## src/rtl/alu_pkg.sv

```systemverilog
// ALU control codes shared by the ALU control decoder and the execution unit.
// is_illegal() lets producers and consumers agree on which codes are supported.
package alu_pkg;

    localparam logic [3:0] ALU_AND     = 4'b0000;
    localparam logic [3:0] ALU_OR      = 4'b0001;
    localparam logic [3:0] ALU_ADD     = 4'b0010;
    localparam logic [3:0] ALU_XOR     = 4'b0011;
    localparam logic [3:0] ALU_SUB     = 4'b0110;
    localparam logic [3:0] ALU_BNE     = 4'b0111;
    localparam logic [3:0] ALU_NOR     = 4'b1100;
    localparam logic [3:0] ALU_SLT     = 4'b1101;
    localparam logic [3:0] ALU_SLTU    = 4'b1110;
    localparam logic [3:0] ALU_ILLEGAL = 4'b1111;

    function automatic logic is_illegal(input logic [3:0] code);
        case (code)
            ALU_AND, ALU_OR, ALU_ADD, ALU_XOR, ALU_SUB,
            ALU_BNE, ALU_NOR, ALU_SLT, ALU_SLTU: is_illegal = 1'b0;
            default:                             is_illegal = 1'b1;
        endcase
    endfunction

endpackage

```

## src/rtl/alu_core.sv

```systemverilog
// Combinational ALU datapath: result plus branch-ready zero, signed overflow
// and illegal-code flags for one control code.
module alu_core
    import alu_pkg::*;
#(
    parameter int WIDTH = 32
) (
    input  logic [3:0]       code,
    input  logic [WIDTH-1:0] a,
    input  logic [WIDTH-1:0] b,
    output logic [WIDTH-1:0] result,
    output logic             zero,
    output logic             ovf,
    output logic             illegal
);

    always_comb begin
        result  = '0;
        ovf     = 1'b0;
        illegal = 1'b0;
        case (code)
            ALU_AND:  result = a & b;
            ALU_OR:   result = a | b;
            ALU_XOR:  result = a ^ b;
            ALU_NOR:  result = ~(a | b);
            ALU_ADD: begin
                result = a + b;
                ovf    = (a[WIDTH-1] == b[WIDTH-1]) && (result[WIDTH-1] != a[WIDTH-1]);
            end
            ALU_SUB, ALU_BNE: begin
                result = a - b;
                ovf    = (a[WIDTH-1] != b[WIDTH-1]) && (result[WIDTH-1] != a[WIDTH-1]);
            end
            ALU_SLT:  result = {{(WIDTH-1){1'b0}}, ($signed(a) < $signed(b))};
            ALU_SLTU: result = {{(WIDTH-1){1'b0}}, (a < b)};
            default:  illegal = 1'b1;
        endcase
    end

    // bne inverts the sense so downstream branch logic only ever tests "zero"
    always_comb begin
        if (illegal)
            zero = 1'b0;
        else if (code == ALU_BNE)
            zero = (result != '0);
        else
            zero = (result == '0);
    end

endmodule

```

## src/rtl/alu_exec.sv

```systemverilog
// Two-stage valid/ready execution unit: S1 holds the operation, S2 holds the
// computed result and flags that drive the outputs directly.
module alu_exec
    import alu_pkg::*;
#(
    parameter int WIDTH = 32,
    parameter int CNT_W = 8
) (
    input  logic             clk,
    input  logic             reset,
    input  logic             in_valid,
    output logic             in_ready,
    input  logic [3:0]       alu_cntl,
    input  logic [WIDTH-1:0] a,
    input  logic [WIDTH-1:0] b,
    output logic             out_valid,
    input  logic             out_ready,
    output logic [WIDTH-1:0] result,
    output logic             zero,
    output logic             ovf,
    output logic             illegal,
    output logic [CNT_W-1:0] illegal_count
);

    logic             s1_valid;
    logic [3:0]       s1_code;
    logic [WIDTH-1:0] s1_a;
    logic [WIDTH-1:0] s1_b;
    logic             s2_load;
    logic             in_accept;
    logic [WIDTH-1:0] core_result;
    logic             core_zero;
    logic             core_ovf;
    logic             core_illegal;

    assign s2_load   = !out_valid || out_ready;
    assign in_ready  = !s1_valid || s2_load;
    assign in_accept = in_valid && in_ready;

    always_ff @(posedge clk) begin
        if (reset) begin
            s1_valid <= 1'b0;
        end else if (in_accept) begin
            s1_valid <= 1'b1;
            s1_code  <= alu_cntl;
            s1_a     <= a;
            s1_b     <= b;
        end else if (s2_load) begin
            s1_valid <= 1'b0;
        end
    end

    alu_core #(.WIDTH(WIDTH)) u_core (
        .code    (s1_code),
        .a       (s1_a),
        .b       (s1_b),
        .result  (core_result),
        .zero    (core_zero),
        .ovf     (core_ovf),
        .illegal (core_illegal)
    );

    // Result registers only change when a real operation moves in, so a
    // stalled output stays stable until the consumer takes it.
    always_ff @(posedge clk) begin
        if (reset) begin
            out_valid <= 1'b0;
            result    <= '0;
            zero      <= 1'b0;
            ovf       <= 1'b0;
            illegal   <= 1'b0;
        end else if (s2_load) begin
            out_valid <= s1_valid;
            if (s1_valid) begin
                result  <= core_result;
                zero    <= core_zero;
                ovf     <= core_ovf;
                illegal <= core_illegal;
            end
        end
    end

    always_ff @(posedge clk) begin
        if (reset)
            illegal_count <= '0;
        else if (in_accept && is_illegal(alu_cntl) && (illegal_count != '1))
            illegal_count <= illegal_count + 1'b1;
    end

endmodule

```

## config.mk

```make
export PLATFORM = sky130hd
export DESIGN_NAME = alu_exec
export DESIGN_NICKNAME = d
export VERILOG_FILES = /design/src/rtl/alu_pkg.sv /design/src/rtl/alu_core.sv /design/src/rtl/alu_exec.sv
export SDC_FILE = /design/constraint.sdc
export NUM_CORES = 1
export LEC_CHECK = 0
export CORE_ASPECT_RATIO = 1.75
export CORE_MARGIN = 2
export CORE_UTILIZATION = 40
export CTS_CLUSTER_DIAMETER = 120
export CTS_CLUSTER_SIZE = 20
export DETAILED_ROUTE_END_ITERATION = 8
export PLACE_DENSITY = 0.72
export REMOVE_ABC_BUFFERS = 1
export SKIP_CTS_REPAIR_TIMING = 1
export SLEW_MARGIN = 20
export SYNTH_ARGS = -nofsm -noshare
export SYNTH_HDL_FRONTEND = slang
export SYNTH_HIERARCHICAL = 1
export SYNTH_SLANG_ARGS = --single-unit
export TNS_END_PERCENT = 20
```

## constraint.sdc

```tcl
create_clock -name clk -period 7.05 [get_ports clk]
set_input_delay 1.0575 -clock clk [delete_from_list [all_inputs] [get_ports clk]]
set_output_delay 1.0575 -clock clk [all_outputs]
set_load 0.01 [all_outputs]
```

# Word-level counts from Yosys, hierarchy flattened

Memories as Yosys holds them, arrays and structs flattened.
Cells that the tools add are included.

Memories: 1
Bits of input ports: 72
ROM bits: 16
Register bits after elaboration: 113
Logic and storage cells: 59
Output and inout port bits: 45

Bitwise logic cells: 5
Multiplexer cells: 8
$lt $le $gt $ge: 2
Reduce and logical (&&, ||, !) cells: 17
Eq/ne operators: 13
Add/sub/neg operators: 3

Memories:

| name            | depth | width | read ports | clocked after Yosys merged registers in | wr ports | line          | text |
|---|---|---|---|---|---|---|---|
| (no name shown) | 16    | 1     | 1          | 0                                       | 0        | alu_pkg.sv:17 | `case (code)` |

Operators with widths:

| operator                                                        | number |
|---|---|
| 32-bit case mux with 8 select lines                             | 1 |
| 32-bit less-than comparator                                     | 2 |
| 32-bit adder                                                    | 1 |
| 32-bit bitwise AND                                              | 1 |
| 32-bit zero test                                                | 1 |
| 32-bit NOT                                                      | 1 |
| 32-bit bitwise OR                                               | 1 |
| 32-bit nonzero test                                             | 1 |
| 32-bit subtractor                                               | 1 |
| 32-bit bitwise XOR                                              | 1 |
| 4-bit == test, second input constant                            | 3 |
| 9-bit OR reduction                                              | 1 |
| 8-bit by 1-bit adder with 8-bit output, second input constant   | 1 |
| 4-bit by 2-bit == test with 1-bit output, second input constant | 2 |
| 4-bit by 3-bit == test with 1-bit output, second input constant | 2 |
| 8-bit inequality test, second input constant                    | 1 |
| 1-bit 2-to-1 mux                                                | 6 |
| 1-bit logical AND                                               | 5 |
| 4-bit by 1-bit == test with 1-bit output, second input constant | 1 |
| 4-bit zero test                                                 | 1 |
| 2-bit AND reduction                                             | 2 |
| 1-bit inequality test                                           | 3 |
| 1-bit zero test                                                 | 2 |
| 1-bit logical OR                                                | 2 |
| 5 further kinds                                                 | 5 |

# Longest topological paths before layout

Gate-level depths: netlist of run 1.

Depth in word-level cells: 6
Mapped depth: 17
Depth with buffers taken out: 17

# By module

Netlist of run 1, hierarchy kept.

Modules (own cells, without submodules):

| module   | instances | seq. area each (µm²) | area each (µm²) | cells an instance |
|---|---|---|---|---|
| alu_core | 1         | 0.0                  | 6143.4          | 951 |
| alu_exec | 1         | 2942.8               | 3773.6          | 284 |

# Worst setup path after synthesis of run 1

OpenSTA, ideal clock, no wires.

Path kind: input to register
Start point: input port reset
End point: register s1_a[0], enable pin
Data required time: 6472 ps
Path slack: 528 ps
Buffers on the path: 1
Cell stages on the path: 2
Data arrival time: 5944 ps
Setup time: 578 ps
Path through: clkbuf_1 -> nor3_1

Word-level cells in the longest chain between the ends: 2

Ends and longest elaborated chain:

| item                          | line           | text |
|---|---|---|
| from (decl)                   | alu_exec.sv:10 | `input logic reset,` |
| 1-bit NOT (no line)           | --             |  |
| 2-bit AND reduction (no line) | --             |  |
| to (signal assigned)          | alu_exec.sv:46 | `s1_a <= a;` |
| to (decl)                     | alu_exec.sv:27 | `logic [WIDTH-1:0] s1_a;` |

Every way passes these cells.
A chain may end at the register's enable or synchronous reset.

# Final worst setup path of run 1

Start point: register s1_b[19]
End point: register zero

Word-level cells in the longest chain between the ends: 6
Elaborated cells between the ends (all ways): 13
Classes of those cells: add/sub (2); order compare (2); mux (3); bitwise (4); reduce/logical (2)

Ends and longest elaborated chain:

| item                                                      | line                           | text |
|---|---|---|
| from (decl)                                               | alu_exec.sv:28                 | `logic [WIDTH-1:0] s1_b;` |
| from (signal assigned)                                    | alu_exec.sv:47                 | `s1_b <= b;` |
| branches (longest 2 deep; another with 32-bit subtractor) | --                             |  |
| 32-bit case mux with 8 select lines *                     | alu_core.sv:21                 | `case (code)` |
| 32-bit zero test or 32-bit nonzero test (tied branches)   | alu_core.sv:47, alu_core.sv:45 |  |
| 1-bit 2-to-1 mux *                                        | alu_core.sv:44                 | `else if (code == ALU_BNE)` |
| 1-bit 2-to-1 mux *                                        | alu_core.sv:42                 | `if (illegal)` |
| net core_zero                                             | alu_exec.sv:32                 | `logic core_zero;` |
| to (signal assigned)                                      | alu_exec.sv:76                 | `zero <= core_zero;` |
| to (decl)                                                 | alu_exec.sv:19                 | `output logic zero,` |

Mark *: on every way through the listed nets, which the timed path passes.

==> results_dict.tcl, run 1 <==
set metrics [dict create \
    outcome "complete, no violations" \
    grt_max_degree 69 \
    slowest_delay_ps 1030 \
    synth-edff-count 68 \
    antenna_found_initial 0 \
    cap_violations 0 \
    dieArea_um2 26100 \
    grt_pass1_vias 9987 \
    final_cell_mix "nand2_1, a21oi_1, clkdlybuf4s50_1, inv_1, ha_1" \
    grt_pass1_wl_um 57900 \
    layout_commonest_cell "nand2_1" \
    slew_viol_final 0 \
    drtIter0Drc 939 \
    path_cells "inv_1 -> ha_1 -> nor2_1 -> a2111oi_1 -> nand3_1 -> nor4b_1 -> or3_1 -> nand2_1 -> a2111oi_0 -> o211ai_1 -> nor4_1 -> and4b_1 -> a311o_2 -> nand4_1 -> nand2_1 -> a21oi_1" \
    required_ps 7370 \
    h-tree-depth 4 \
    dp_hpwl_um 28500 \
    synthArstFlopShare 0 \
    syn_to_final_growth_pct 20.1 \
    path_common_cell "nand2_1" \
    clk_pin_slew_ps 60 \
    p_leak_nw 4.58 \
    initial_core_util 0.404 \
    core-area_um2 24500 \
    end_kind "flop" \
    cts_tree "done" \
    tightest_slew_ps 1180 \
    drc_errors 0 \
    path_class "flop to flop" \
    yosys_most_used_dff "edfxtp_1" \
    fin_crit_ps 5150 \
    startpoint_type "flop" \
    r2r-end "zero$_SDFFE_PP0P_" \
    finalHoldViolCount 0 \
    fp-row-count 76 \
    drt_first_pass_iters 7 \
    ys_ff_latch 113 \
    place_area_um2 11300 \
    slew_headroom 0.203 \
    rsz0062_at_grt "no" \
    fin_cells 1635 \
    numPlacedInstances 1601 \
    reg2reg_slack_ps 1900 \
    io_buffer_count 116 \
    synthDistinctLibCells 89 \
    reg2reg_depth 16 \
    powerDensity_nw_per_um2 182 \
    final_nets 1482 \
    ir_worst_vdd_mv 0.170 \
    hold_path_class "flop to flop" \
    critPathArrivalTime_ps 5470 \
    die_h_um 212 \
    r2r_start "s1_b[19]$_DFFE_PP_" \
    grtUsageTotal 0.300 \
    yosysWarnings 6 \
    clock-sinks 113 \
    drt-total-wl_um 38600 \
    clockBufferDepth 2 \
    ios 117 \
    yosysSeqAreaShare 0.297 \
    syn_inst 1235 \
    ant_nets 0 \
    cp-startpoint "s1_b[19]$_DFFE_PP_" \
    cts-root-buf "clkbuf_16" \
    insertion_delay_ps 460 \
    grt_overflow_total 0 \
    period_share 0.731 \
    vias 10248 \
    numCtsBuffers 17 \
    fillers 2414 \
    critPathSlowestCell "nor4b_1" \
    hold_end "result[11]$_SDFFE_PP0P_" \
    cp_max_fo 14 \
    drt-vias-per-instance 6.27 \
    holdPathStages 2 \
    max_freq_ghz 0.194 \
    die_x_um 123 \
    skew_ps 18.1 \
    syn-cell-area_um2 9920 \
    avgSynthCellArea_um2 8.03 \
    finalSetupViolations 0 \
    avgRoutedWirePerCell_um 23.6 \
    diodes 0 \
    drive_above_1_share 0.0605 \
    place_congestion 1.04 \
    fin_area_um2 11900 \
    holdCritStartpoint "result[11]$_SDFFE_PP0P_" \
    tns_ps 0 \
]
synthesized netlist by cell type, drive strengths merged, types with 5 or more instances:
| library cell | number | area (µm²) |
|---|---|---|
| a221oi | 17 | 149 |
| or4 | 11 | 82.6 |
| nand3 | 28 | 140 |
| o21ai | 69 | 345 |
| o31a | 6 | 52.6 |
| a311oi | 5 | 43.8 |
| o2111ai | 8 | 70.1 |
| o21bai | 12 | 90.1 |
| and2 | 6 | 37.5 |
| nand2 | 142 | 533 |
| or3 | 16 | 100 |
| dfxtp | 45 | 901 |
| nor2b | 16 | 100 |
| mux2i | 6 | 60.1 |
| o221ai | 6 | 52.6 |
| a2111oi | 5 | 45.0 |
| a211o | 5 | 43.8 |
| inv | 104 | 390 |
| edfxtp | 68 | 2040 |
| nand4 | 13 | 81.3 |
| o31ai | 18 | 135 |
| and3 | 6 | 37.5 |
| o21a | 8 | 60.1 |
| buf | 25 | 130 |
| or2 | 6 | 37.5 |
| a21oi | 122 | 611 |
| a211oi | 15 | 118 |
| a31oi | 12 | 75.1 |
| nand2b | 15 | 93.8 |
| or3b | 7 | 61.3 |
| o22ai | 7 | 43.8 |
| o211ai | 19 | 148 |
| a22oi | 13 | 97.6 |
| a221o | 5 | 50.1 |
| nor4 | 12 | 75.1 |
| xnor2 | 7 | 61.3 |
| clkbuf | 49 | 185 |
| a21o | 13 | 97.6 |
| nor3 | 24 | 120 |
| nor2 | 89 | 334 |
| a21boi | 9 | 71.3 |
| ha | 98 | 1230 |
worst max-delay path by stage:
stage	slack [ps]	cells after the start	endpoint
3_5_place_dp	1950	14	zero$_SDFFE_PP0P_
3_3_place_gp	1690	13	zero$_SDFFE_PP0P_
2_1_floorplan	600	2	s1_a[0]$_DFFE_PP_
5_1_grt	1680	16	zero$_SDFFE_PP0P_
6_report	1900	16	zero$_SDFFE_PP0P_
4_1_cts	1940	14	zero$_SDFFE_PP0P_
cells by family (layout without fill, tap and decap cells):
logic type                 Yosys count  after routing  synth area share
AOI/OAI and AO/OA                  414            414             0.281
xor gates and xnor gates             9              9           0.00795
adders and majority gates          100            100             0.128
buffers and inverters              179            267            0.0717
DFF                                113            113             0.297
muxes                               10             10            0.0117
and+or+nand+nor                    410            410             0.203
critical path, delay by kind of cell (launching register included):
| kind | cells | cell delay, ps |
|---|---|---|
| flops | 1 | 400 |
| fa+ha+maj | 1 | 570 |
| compound gates | 5 | 1590 |
| simple gates | 9 | 2410 |
| buf+inv | 1 | 80 |
through the flow:
step | utilization | hold slack (ps) | setup slack, ps | power [mW]
after floorplan | - | 442 | 598 | 1.06
after global placement | 0.459 | 447 | 1690 | 1.26
after detailed placement | 0.459 | 447 | 1950 | 1.27
after CTS | 0.484 | 455 | 1940 | 2.17
after global routing | 0.485 | 481 | 1680 | 2.25
final | 0.485 | 450 | 1900 | 2.17
area by class of cell:
cell class | instances | area, µm² | area share
Clock buffer | 24 | 547 | 0.0459
Clock inverter | 8 | 56.3 | 0.00473
Inverter | 105 | 395 | 0.0332
Multi-Input combinational cell | 943 | 6290 | 0.529
Sequential cell | 113 | 2940 | 0.247
Tap cell | 312 | 390 | 0.0328
Timing Repair Buffer | 130 | 1280 | 0.108
metal layers:
metal | routed length [µm] | vias to the layer above | share of wire | global-route usage
li1 | - | 4695 | - | -
met1 | 13100 | 4846 | 0.34 | 0.305
met2 | 20000 | 515 | 0.52 | 0.531
met3 | 2060 | 192 | 0.053 | 0.0488
met4 | 3430 | 0 | 0.089 | 0.242
met5 | 0 | - | 0 | 0
flip-flops by register name (all words and copies together), names as in the netlist:
signal         flops
illegal            1
illegal_count      8
out_valid          1
ovf                1
result            32
s1_a              32
s1_b              32
s1_code            4
s1_valid           1
zero               1
report_power, final:
part           internal (mW)  switching (mW)  leakage (nW)  total (mW)
registers              0.732          0.0223          1.00       0.754
clock network          0.545           0.351         0.303       0.896
logic                  0.193           0.325          3.27       0.519
total                   1.47           0.699          4.58        2.17
Note: power is estimated with default switching activity, not from simulation.
==> run 2, diff against run 1 <==
==> constraint.sdc (replaced) <==
create_clock -name clk -period 4.9 [get_ports clk]
set_input_delay 0.735 -clock clk [delete_from_list [all_inputs] [get_ports clk]]
set_output_delay 0.735 -clock clk [all_outputs]
set_load 0.01 [all_outputs]
==> run 2 against run 1 <==
  * Global-route usage decreased by 0.33 points
  * Largest cell class unchanged
  * Clock-buffer cell count shrank 5
  * Die area stayed put
  * Critical path type unchanged
  * Critical endpoint unchanged
  * Largest power group unchanged
==> results_dict.tcl, run 2 (synthesized netlist as in run 1, its figures left out) <==
set metrics [dict create \
    end_kind "flop" \
    drtIter0Drc 842 \
    top_regs "result x32, s1_a x32, s1_b x32" \
    drt_first_pass_iters 6 \
    crit_family "simple AND/OR/NAND/NOR gates" \
    grtUsageTotal 0.297 \
    tns_ps 0 \
    met2_length_um 19800 \
    slew_viol_final 0 \
    dieArea_um2 26100 \
    cts_tree "done" \
    netSwitchingFraction 0.321 \
    critPathSlowestCell "edfxtp_1" \
    insertion_delay_ps 460 \
    initial_core_util 0.404 \
    grt_pass1_vias 10223 \
    clockBufferDepth 2 \
    fp-row-count 76 \
    diodes 0 \
    top_layer "met4" \
    skew_ps 15.4 \
    final_cell_mix "nand2_1, a21oi_1, clkdlybuf4s50_1, inv_1, ha_1" \
    layout_commonest_cell "nand2_1" \
    cap_violations 0 \
    grt_pass1_wl_um 57200 \
    period_share 0.934 \
    p_leak_nw 4.79 \
    fillers 2387 \
    hold_path_class "flop to flop" \
    powerDensity_nw_per_um2 263 \
    wirelength_met1_um 12800 \
    fin_cells 1677 \
    cp_max_fo 23 \
    drt-vias-per-instance 6.17 \
    ff_latch_area_um2 2940 \
    die_h_um 212 \
    clock-sinks 113 \
    required_ps 5230 \
    dp_hpwl_um 29600 \
    drive_above_1_share 0.0916 \
    met3_length_um 2050 \
    path_buf_inv 0 \
    antenna_found_initial 0 \
    vias 10349 \
    pwr-share-clk 0.421 \
    fin_crit_ps 4580 \
    core-area_um2 24500 \
    ios 117 \
    drc_errors 0 \
    p_int_mw 2.18 \
    ant_nets 0 \
    startpoint_type "flop" \
    syn_to_final_growth_pct 23.5 \
    max_freq_ghz 0.219 \
    cts-root-buf "clkbuf_16" \
    tightest_slew_ps 1020 \
    slowest_delay_ps 1010 \
    slew_headroom 0.322 \
    p_comb_frac 0.241 \
    multi_input_area_um2 6300 \
    numCtsBuffers 17 \
    path_cells "or4b_2 -> nor2_1 -> a221oi_1 -> o21ai_0 -> or4_1 -> nor4_1 -> nand4b_1 -> or4_1 -> nor4_1 -> and4b_1 -> a311o_2 -> nand4_1 -> nand2_1 -> a21oi_1" \
    h-tree-depth 4 \
    outcome "complete, no violations" \
    rsz0062_at_grt "no" \
    place_congestion 1.05 \
    final_nets 1524 \
    io_buffer_count 116 \
    clk_pin_slew_ps 60 \
    p_switching_mw 1.03 \
    numPlacedInstances 1645 \
    grt_overflow_total 0 \
    critPathArrivalTime_ps 4900 \
    drt-total-wl_um 38500 \
    finalSetupViolations 0 \
    avgRoutedWirePerCell_um 23.0 \
    path_class "flop to flop" \
    ir_worst_vdd_mv 0.257 \
    power_frac_seq 0.338 \
    grt_max_degree 69 \
    finalHoldViolCount 0 \
    die_x_um 123 \
]
-- run 2: cell count changes in the layout (fill, tap and decap cells not counted), sizes merged --
cell / before / now
buf: 14 / 56
clkbuf: 24 / 19
bufinv: 0 / 2
inv: 110 / 112
clkinvlp: 0 / 1
-- run 2: cell type report --
cell class / instances / area share
Multi-Input combinational cell: 943 / 0.515
Inverter: 105 / 0.0323
Sequential cell: 113 / 0.240
Clock inverter: 13 / 0.0131
Timing Repair Buffer: 172 / 0.129
Tap cell: 312 / 0.0319
Clock buffer: 19 / 0.0388
-- run 2: power by group through the flow --
stage | Clock (mW) | Combinational [mW] | Sequential (mW)
2_1_floorplan | 0 | 0.419 | 1.11
3_3_place_gp | 0 | 0.749 | 1.11
3_5_place_dp | 0 | 0.752 | 1.11
4_1_cts | 1.37 | 0.757 | 1.09
5_1_grt | 1.42 | 0.829 | 1.09
6_report | 1.35 | 0.775 | 1.09
-- run 2: path summary, 6_finish.rpt --
check | from | to | slack, ps | cells past startpoint
worst max-delay path | s1_code[1]$_DFFE_PP_ | zero$_SDFFE_PP0P_ | 320 | 14
worst min-delay path | result[10]$_SDFFE_PP0P_ | result[10]$_SDFFE_PP0P_ | 450 | 2
worst max register to register | s1_code[1]$_DFFE_PP_ | zero$_SDFFE_PP0P_ | 320 | 14
worst min register to register | result[10]$_SDFFE_PP0P_ | result[10]$_SDFFE_PP0P_ | 450 | 2
-- run 2: through the flow --
step / utilization / instance area [µm²] / setup slack (ps) / hold WS, ps / total power [mW]
after global routing: 0.499 / 12200 / 68.2 / 474 / 3.34
after CTS: 0.499 / 12200 / 179 / 456 / 3.22
after floorplan: - / 9600 / -1230 / 442 / 1.53
after detailed placement: 0.473 / 11600 / 195 / 448 / 1.86
after global placement: 0.473 / 11600 / 237 / 445 / 1.85
final: 0.499 / 12200 / 324 / 452 / 3.22
-- run 2: per-layer routing --
layer / GRT usage / vias up
met5: 0 / -
met4: 0.277 / 0
met3: 0.0456 / 190
met2: 0.528 / 486
met1: 0.285 / 4893
li1: - / 4780
-- run 2: worst reg2reg max path, cell delays in order, from the launching register on --
cell      delay [ps]
edfxtp_1        1010
or4b_2           550
nor2_1            70
a221oi_1         240
o21ai_0          220
or4_1            470
nor4_1           350
nand4b_1         150
or4_1            440
nor4_1           220
and4b_1          310
a311o_2          190
nand4_1           90
nand2_1           70
a21oi_1           80
